==> src/rtl/mips_ctrl_pkg.sv <==
// Shared control definitions for the MIPS pipeline control blocks:
// sequencer states, opcode/funct constants and the register dependency test.
package mips_ctrl_pkg;

   typedef enum logic [1:0] {
      RUN  = 2'd0,
      HOLD = 2'd1,
      WAIT = 2'd2
   } state_t;

   localparam logic [5:0] OP_RTYPE = 6'h00;
   localparam logic [5:0] OP_BEQ   = 6'h04;
   localparam logic [5:0] OP_BNE   = 6'h05;

   localparam logic [5:0] FN_JR    = 6'h08;
   localparam logic [5:0] FN_JALR  = 6'h09;

   // True when destination dst feeds a source the ID instruction actually reads.
   // $0 is hardwired, so it never creates a dependency.
   function automatic logic reg_dep(input logic [4:0] dst,
                                    input logic [4:0] rs,
                                    input logic [4:0] rt,
                                    input logic       use_rs,
                                    input logic       use_rt);
      return (dst != 5'd0) && ((use_rs && (dst == rs)) || (use_rt && (dst == rt)));
   endfunction

endpackage

==> src/rtl/hazard_stall_detect.sv <==
// Combinational hazard classifier: number of stall cycles the ID instruction
// needs before its operands can be forwarded.
module hazard_stall_detect (
   input  logic [5:0] id_opcode,
   input  logic [5:0] id_funct,
   input  logic [4:0] id_rs,
   input  logic [4:0] id_rt,
   input  logic       id_use_rs,
   input  logic       id_use_rt,
   input  logic       ex_mem_read,
   input  logic       ex_reg_write,
   input  logic [4:0] ex_reg_wr_addr,
   input  logic       mem_mem_read,
   input  logic [4:0] mem_reg_wr_addr,
   output logic [1:0] stall_n
);
   import mips_ctrl_pkg::*;

   logic is_br;
   logic is_jr;
   logic dep_ex;
   logic dep_mem;

   // Decode branch class and pick the first matching stall rule.
   always_comb begin
      is_br   = (id_opcode == OP_BEQ) || (id_opcode == OP_BNE);
      is_jr   = (id_opcode == OP_RTYPE) && ((id_funct == FN_JR) || (id_funct == FN_JALR));
      dep_ex  = reg_dep(ex_reg_wr_addr, id_rs, id_rt, id_use_rs, id_use_rt);
      dep_mem = reg_dep(mem_reg_wr_addr, id_rs, id_rt, id_use_rs, id_use_rt);
      stall_n = 2'd0;
      if ((is_br || is_jr) && ex_mem_read && dep_ex) begin
         stall_n = 2'd2;
      end else if (ex_reg_write && dep_ex) begin
         stall_n = 2'd1;
      end else if ((is_br || is_jr) && mem_mem_read && dep_mem) begin
         stall_n = 2'd1;
      end
   end

endmodule

==> src/rtl/hazard_stall_ctrl.sv <==
// Pipeline hazard sequencer: PC/IF_ID enables, ID_EX bubbles and IF_ID flush,
// with a RUN/HOLD/WAIT FSM for multi-cycle stalls and memory-wait freeze.
// Optional performance counters are enabled with `define HAZARD_PERF_EN.
module hazard_stall_ctrl #(
   parameter int unsigned PERF_W = 32
) (
   input  logic              clk,
   input  logic              reset_n,
   input  logic [5:0]        IF_ID_OpCode,
   input  logic [5:0]        IF_ID_Funct,
   input  logic [4:0]        IF_ID_Rs,
   input  logic [4:0]        IF_ID_Rt,
   input  logic              IF_ID_UseRs,
   input  logic              IF_ID_UseRt,
   input  logic              ID_EX_MemRead,
   input  logic              ID_EX_RegWrite,
   input  logic [4:0]        ID_EX_RegWrAddr,
   input  logic              EX_MEM_MemRead,
   input  logic [4:0]        EX_MEM_RegWrAddr,
   input  logic              BranchTaken,
   input  logic              Jump,
   input  logic              MemWait,
   output logic              PC_Write,
   output logic              IF_ID_Write,
   output logic              ID_EX_Flush,
   output logic              IF_ID_Flush,
   output logic              Stalling,
   output logic [PERF_W-1:0] StallCount,
   output logic [PERF_W-1:0] FlushCount
);
   import mips_ctrl_pkg::*;

   state_t     state;
   state_t     saved_state;
   state_t     eff_state;
   logic [1:0] rem;
   logic [1:0] stall_n;
   logic       issue;

   hazard_stall_detect u_detect (
      .id_opcode       (IF_ID_OpCode),
      .id_funct        (IF_ID_Funct),
      .id_rs           (IF_ID_Rs),
      .id_rt           (IF_ID_Rt),
      .id_use_rs       (IF_ID_UseRs),
      .id_use_rt       (IF_ID_UseRt),
      .ex_mem_read     (ID_EX_MemRead),
      .ex_reg_write    (ID_EX_RegWrite),
      .ex_reg_wr_addr  (ID_EX_RegWrAddr),
      .mem_mem_read    (EX_MEM_MemRead),
      .mem_reg_wr_addr (EX_MEM_RegWrAddr),
      .stall_n         (stall_n)
   );

   // Once MemWait drops, WAIT already behaves as the saved state, so the
   // pipe resumes in the same cycle and no extra frozen cycle is added.
   always_comb begin
      eff_state = (state == WAIT) ? saved_state : state;
      issue     = !MemWait && ((eff_state == HOLD) ||
                               ((eff_state == RUN) && (stall_n != 2'd0)));
   end

   // Output mux: reset forcing, memory freeze, stall, or normal flow.
   always_comb begin
      PC_Write    = 1'b0;
      IF_ID_Write = 1'b0;
      ID_EX_Flush = 1'b0;
      IF_ID_Flush = 1'b0;
      Stalling    = 1'b0;
      if (!reset_n) begin
         ID_EX_Flush = 1'b1;
         IF_ID_Flush = 1'b1;
      end else if (!MemWait) begin
         if (issue) begin
            ID_EX_Flush = 1'b1;
            Stalling    = 1'b1;
         end else begin
            PC_Write    = 1'b1;
            IF_ID_Write = 1'b1;
            IF_ID_Flush = BranchTaken | Jump;
         end
      end
   end

   // Sequencer: stall length bookkeeping and WAIT entry/exit.
   always_ff @(posedge clk) begin
      if (!reset_n) begin
         state       <= RUN;
         saved_state <= RUN;
         rem         <= '0;
      end else if (MemWait) begin
         saved_state <= eff_state;
         state       <= WAIT;
      end else begin
         case (eff_state)
            HOLD: begin
               rem   <= rem - 2'd1;
               state <= (rem == 2'd1) ? RUN : HOLD;
            end
            default: begin
               state <= RUN;
               if (stall_n != 2'd0) begin
                  rem <= stall_n - 2'd1;
                  if (stall_n > 2'd1) begin
                     state <= HOLD;
                  end
               end
            end
         endcase
      end
   end

`ifdef HAZARD_PERF_EN
   logic [PERF_W-1:0] stall_cnt;
   logic [PERF_W-1:0] flush_cnt;

   // Count bubble and squash cycles; frozen while memory is waiting.
   always_ff @(posedge clk) begin
      if (!reset_n) begin
         stall_cnt <= '0;
         flush_cnt <= '0;
      end else if (!MemWait) begin
         if (ID_EX_Flush) begin
            stall_cnt <= stall_cnt + PERF_W'(1);
         end
         if (IF_ID_Flush) begin
            flush_cnt <= flush_cnt + PERF_W'(1);
         end
      end
   end

   assign StallCount = stall_cnt;
   assign FlushCount = flush_cnt;
`else
   assign StallCount = '0;
   assign FlushCount = '0;
`endif

endmodule

==> config.mk <==
export PLATFORM = sky130hd
export DESIGN_NAME = hazard_stall_ctrl
export DESIGN_NICKNAME = d
export VERILOG_FILES = /design/src/rtl/mips_ctrl_pkg.sv /design/src/rtl/hazard_stall_detect.sv /design/src/rtl/hazard_stall_ctrl.sv
export SDC_FILE = /design/constraint.sdc
export NUM_CORES = 1
export LEC_CHECK = 0
export ABC_AREA = 1
export CAP_MARGIN = 30
export CORE_MARGIN = 1.5
export CORE_UTILIZATION = 33
export CTS_CLUSTER_SIZE = 30
export DETAILED_ROUTE_END_ITERATION = 16
export GPL_ROUTABILITY_DRIVEN = 0
export PLACE_DENSITY = 0.78
export SLEW_MARGIN = 20
export SYNTH_ARGS = -nofsm -noshare
export SYNTH_HDL_FRONTEND = slang
export SYNTH_HIERARCHICAL = 1
export SYNTH_SLANG_ARGS = --single-unit
==> constraint.sdc <==
create_clock -name clk -period 2.9 [get_ports clk]
set_input_delay 0.58 -clock clk [delete_from_list [all_inputs] [get_ports clk]]
set_output_delay 0.58 -clock clk [all_outputs]
set_load 0.1 [all_outputs]
# ---- Word-level counts from Yosys, hierarchy flattened
# Index checks and enable logic that the tools add are counted.
dict set report op_classes {
  order_cmp 1
  eq_ne 11
  n_reduce_logical 29
  mux 21
  n_bitwise 3
  addsub 2
}
# cell count
set ops {}
lappend ops {{equality test 5 bit} 4}
lappend ops {{2-to-1 mux 1 bit} 15}
lappend ops {{logical AND 1 bit} 14}
lappend ops {{equality test 6 x 3 -> 1 bit (second input constant)} 2}
lappend ops {{equality test 6 x 4 -> 1 bit (second input constant)} 2}
lappend ops {{2-to-1 mux 2 bit} 6}
lappend ops {{nonzero test 5 bit} 2}
lappend ops {{logical NOT 6 bit} 1}
lappend ops {{logical OR 1 bit} 6}
lappend ops {{equality test 2 x 1 -> 1 bit (second input constant)} 2}
lappend ops {{nonzero test 2 bit} 2}
lappend ops {{subtractor 2 x 1 -> 2 bit (second input constant)} 2}
lappend ops {{equality test 2 bit (second input constant)} 1}
lappend ops {{> comparator 2 x 1 -> 1 bit (second input constant)} 1}
lappend ops {{logical NOT 2 bit} 1}
lappend ops {{NOT 1 bit} 2}
lappend ops {{AND reduction 2 bit} 1}
lappend ops {{OR reduction 2 bit} 1}
lappend ops {{logical NOT 1 bit} 1}
lappend ops {{OR 1 bit} 1}
dict set report totals {
  input_bits 42
  elab_cells 71
  ff_bits 6
}

# ---- Logic depth before layout (Yosys ltp)
dict set report logic_depth {
  depth_word 16
  mapped_depth 17
  ltp_nobuf 17
}

# ---- By module
# Netlist, hierarchy kept.
# module area_per_inst_um2 n_inst cells_per_inst
set by_module_without_submodules {}
lappend by_module_without_submodules {hazard_stall_ctrl 874.6 1 122}
lappend by_module_without_submodules {hazard_stall_detect 476.7 1 115}

# ---- Worst setup path after synthesis
# No wires, ideal clock.
dict set report synth_timing {
  path_kind {input-to-output}
  startpoint {input port IF_ID_Rt[3]}
  endpoint {output port IF_ID_Flush}
  arrival_time_ns 3.753
  stages 15
  required_time_ns 2.320
  slack_ns -1.433
  path_cell_list {inv_1 nand2_1 nand2_1 nor2_1 nand3_1 nand2_2 nand4_1 nand2_1 inv_1 inv_1 ha_1 inv_1 o21ai_1 inv_1 o21ai_0}
}
dict set report synth_via {
  elab_chain_cells 15
  word_cells_on_any_way 21
  classes_between {eq/ne (2); mux (6); reduce/logical (13)}
}
# item line
set synth_lines {}
lappend synth_lines {{start, declared} hazard_stall_ctrl.sv:12} ;# input logic [4:0] IF_ID_Rt,
lappend synth_lines {{equality test 5 bit} mips_ctrl_pkg.sv:25} ;# return (dst != 5'd0) && ((use_rs && (dst == rs)) || (use_rt && (dst == rt)));
lappend synth_lines {{logical AND 1 bit} mips_ctrl_pkg.sv:25}
lappend synth_lines {{logical OR 1 bit} mips_ctrl_pkg.sv:25}
lappend synth_lines {{logical AND 1 bit} mips_ctrl_pkg.sv:25}
lappend synth_lines {{logical AND 1 bit} hazard_stall_detect.sv:35} ;# end else if ((is_br || is_jr) && mem_mem_read && dep_mem) begin
lappend synth_lines {{2-to-1 mux 1 bit} hazard_stall_detect.sv:35}
lappend synth_lines {{2-to-1 mux 2 bit} hazard_stall_detect.sv:33} ;# end else if (ex_reg_write && dep_ex) begin
lappend synth_lines {{2-to-1 mux 2 bit *} hazard_stall_detect.sv:31} ;# if ((is_br || is_jr) && ex_mem_read && dep_ex) begin
lappend synth_lines {{via stall_n[0]} hazard_stall_ctrl.sv:37} ;# logic [1:0] stall_n;
lappend synth_lines {{nonzero test 2 bit *} hazard_stall_ctrl.sv:60} ;# ((eff_state == RUN) && (stall_n != 2'd0)));
lappend synth_lines {{logical AND 1 bit *} hazard_stall_ctrl.sv:60}
lappend synth_lines {{logical OR 1 bit *} hazard_stall_ctrl.sv:59} ;# issue = !MemWait && ((eff_state == HOLD) ||
lappend synth_lines {{logical AND 1 bit *} hazard_stall_ctrl.sv:59}
lappend synth_lines {{2-to-1 mux 1 bit *} hazard_stall_ctrl.sv:74} ;# if (issue) begin
lappend synth_lines {{2-to-1 mux 1 bit *} hazard_stall_ctrl.sv:73} ;# end else if (!MemWait) begin
lappend synth_lines {{2-to-1 mux 1 bit *} hazard_stall_ctrl.sv:70} ;# if (!reset_n) begin
lappend synth_lines {{end, declared} hazard_stall_ctrl.sv:26} ;# output logic IF_ID_Flush,
# The timed path passes the listed nets; every way through them passes the cells marked *.

# ---- Worst setup path after layout
dict set report layout_timing {
  startpoint {input port IF_ID_OpCode[5]}
  endpoint {output port PC_Write}
}
dict set report layout_via {
  elab_chain_cells 15
  word_cells_on_any_way 20
  classes_between {eq/ne (2); mux (6); reduce/logical (12)}
}
# item line
set layout_lines {}
lappend layout_lines {{start, declared} hazard_stall_ctrl.sv:9} ;# input logic [5:0] IF_ID_OpCode,
lappend layout_lines {{equality test 6 x 3 -> 1 bit or logical NOT 6 bit (tied branches)} {hazard_stall_detect.sv:26, hazard_stall_detect.sv:27}}
lappend layout_lines {{logical OR 1 bit or logical AND 1 bit (tied branches)} {hazard_stall_detect.sv:26, hazard_stall_detect.sv:27}}
lappend layout_lines {{logical OR 1 bit *} {hazard_stall_detect.sv:31, hazard_stall_detect.sv:35}}
lappend layout_lines {{logical AND 1 bit (2 in a row)} hazard_stall_detect.sv:35}
lappend layout_lines {{2-to-1 mux 1 bit} hazard_stall_detect.sv:35}
lappend layout_lines {{2-to-1 mux 2 bit} hazard_stall_detect.sv:33}
lappend layout_lines {{2-to-1 mux 2 bit *} hazard_stall_detect.sv:31}
lappend layout_lines {{via stall_n[0]} hazard_stall_ctrl.sv:37}
lappend layout_lines {{nonzero test 2 bit *} hazard_stall_ctrl.sv:60}
lappend layout_lines {{logical AND 1 bit *} hazard_stall_ctrl.sv:60}
lappend layout_lines {{logical OR 1 bit *} hazard_stall_ctrl.sv:59}
lappend layout_lines {{logical AND 1 bit *} hazard_stall_ctrl.sv:59}
lappend layout_lines {{2-to-1 mux 1 bit *} hazard_stall_ctrl.sv:74}
lappend layout_lines {{2-to-1 mux 1 bit *} hazard_stall_ctrl.sv:73}
lappend layout_lines {{2-to-1 mux 1 bit *} hazard_stall_ctrl.sv:70}
lappend layout_lines {{end, declared} hazard_stall_ctrl.sv:23} ;# output logic PC_Write,
# Marks and branches as above.

==> results.toml <==
[run_status]
status = "completed"

[synthesis]
synth_top_family_by_area = "buffers and inverters"
muxShareOfSynthArea = 0
synth-warning-count = 6
synth_area_um2 = 1351
ys_ff_latch = 6
synth_seq_area_share = 0.08889
synth_compound_area_frac = 0.06389
synthXorXnorAreaFrac = 0.006481
synth_fa_ha_area_frac = 0.02778
syn_avg_cell_area_um2 = 5.702
yosys.area_share.simple = 0.3630
synth_cells = 237
synthDistinctLibCells = 21

[layout]
layout_commonest_cell = "conb_1"
insertedDiodeCount = 0
drive_gt1_frac = 0.3367
synthToLayoutAreaGrowth_pct = 37.31
final_cell_mix = "conb_1 (64), nand2_1 (59), clkbuf_2 (20), buf_4 (20), nor2_1 (18)"
final_area_um2 = 1856
nNetsFinal = 347

[clocking]
clk_pin_slew_ns = 0.04
hold_buffers = 0
cts_buffers = 3
clkSinkCount = 6
insertion_delay_ns = 0.23
htree_levels = 1
clockBufferDepth = 2
cts_tree = "yes"
clockRootBuffer = "clkbuf_8"

[critical_path]
crit_type = "input port to output pin"
required_ns = 2.32
crit_top_cell = "inv_2"
crit_fanout = 2
crit_chain = "dlygate4sd2_1 -> nor2_2 -> nand2_1 -> a21oi_2 -> nand4_1 -> nand2_1 -> inv_2 -> inv_2 -> ha_4 -> inv_4 -> o21ai_4 -> inv_2 -> nor2_4 -> buf_12"
slowest_delay_ns = 0.23
cp-start-kind = "input port"
worst-r2r-cell-count = 6
end_kind = "output pin"
slowest_stage = "dlygate4sd2_1"
arrival_ns = 2.20

[route]
drtAntennaViolNets = 0
wl_um = 2950
first_pass_iters = 5
drcViolationCount = 0
vias = 1376
wire_per_inst_um = 8.429
drtIter0Drc = 46
via_per_inst = 3.931

[floorplan]
die-width_um = 66.99
fp.dieH_um = 66.99
initial_core_util = 0.3403
core_um2 = 3971
io_pins = 111
die_area_um2 = 4488
rows = 23

[sta]
period_share = 0.9603
hold_viol_final = 0
post-route-min-period_ns = 2.785
setup_violations = 0
slew_viol_final = 0
rsz0062_at_grt = "no"
fin_skew_ns = 0.0005101
fmax_mhz = 359.1

[placed_design]
dpl.hpwl_um = 2446
dpl_cell_area_um2 = 1772
port-buffer-count = 45

[flow_run]
cap_violations = 0

[pwr]
powerDensity_nw_per_um2 = 403.9
power_mw = 0.7494
p_leak_nw = 1.064
peakVddDrop_mv = 0.2018

[global_route]
antenna_found_initial = 0
grt_usage = 0.1246
grt_pass1_wl_um = 4298
grt_overflow_total = 0
grt_max_degree = 8
grt_pass1_vias = 1046

[worst_hold_path]
whs_path_depth = 2
worstHoldPathType = "flop to flop"
==> critical path: cells and delay by family <==
kind	cells	cell delay (ns)
AO/OA/AOI/OAI	2	0.27
buffers and inverters	6	0.63
adder cells (fa/ha/maj)	1	0.14
AND/OR/NAND/NOR	5	0.55
==> final cells by class <==
class | count | area, um2
clock buffer | 3 | 41.29
fill | 421 | 2116
inverter | 31 | 133.9
multi-input combinational | 198 | 977.2
sequential | 6 | 120.1
tap | 50 | 62.56
timing repair buffer | 62 | 520.5
==> final timing paths <==
kind                                  to  slack, ns                   startpoint
min reg2reg  saved_state[0]$_SDFFE_PN0P_       0.49  saved_state[0]$_SDFFE_PN0P_
max reg2reg          rem[1]$_SDFFE_PN0P_       1.81  saved_state[1]$_SDFFE_PN0P_
min          saved_state[0]$_SDFFE_PN0P_       0.49  saved_state[0]$_SDFFE_PN0P_
max                             PC_Write       0.12              IF_ID_OpCode[5]
==> Yosys cell counts (all sizes together) <==
master | count | area share
nand3 | 13 | 0.052
o21ai | 13 | 0.056
conb | 1 | 0.0028
xor2 | 1 | 0.0065
nand2 | 69 | 0.21
ha | 3 | 0.028
nor3 | 2 | 0.0074
buf | 65 | 0.36
dfxtp | 6 | 0.089
nor2 | 29 | 0.084
nand4 | 1 | 0.0046
inv | 31 | 0.086
or2 | 1 | 0.0046
a21oi | 2 | 0.0074
==> registers in the layout (all words and copies together), names as in the netlist <==
signal,cells
saved_state,2
state,2
rem,2
==> kinds of logic after synthesis <==
logic type,count (synthesis)
AND/OR/NAND/NOR,115
buffers and inverters,96
AO/OA/AOI/OAI,15
flip-flops,6
adder cells (fa/ha/maj),3
XOR/XNOR,1
other,1
==> power by group <==
group,internal (mW),total (mW),switching [mW]
clock network,0.0893,0.127,0.0381
logic,0.0792,0.537,0.457
registers,0.0843,0.0853,0.00106
==> per-stage QoR <==
step / TNS (ns) / util / hold WS [ns] / cells / setup WS [ns]
global placement: -1.956 / 0.4461 / 0.4749 / 337 / -0.4075
CTS: 0 / 0.4764 / 0.4880 / 349 / 0.003339
finish: 0 / 0.4672 / 0.4894 / 350 / 0.1152
global route: 0 / 0.4672 / 0.5062 / 350 / 0.0003069
detailed placement: -2.056 / 0.4461 / 0.4835 / 337 / -0.4288
floorplan: -0.1817 / - / 0.4597 / 300 / -0.1269
==> timing repair <==
action	4_1_cts	5_1_grt
endpoints found under the setup margin	5	6
buffers inserted	9	1
pin swaps	25	24
resized for setup	62	77
==> per-layer routing <==
metal | global-route usage | wire [um]
met5 | 0 | 0
met4 | 0.04847 | 31
met3 | 0.02872 | 272
met2 | 0.2238 | 1511
met1 | 0.1408 | 1135
No activity file was read; power rests on OpenSTA's default activity.
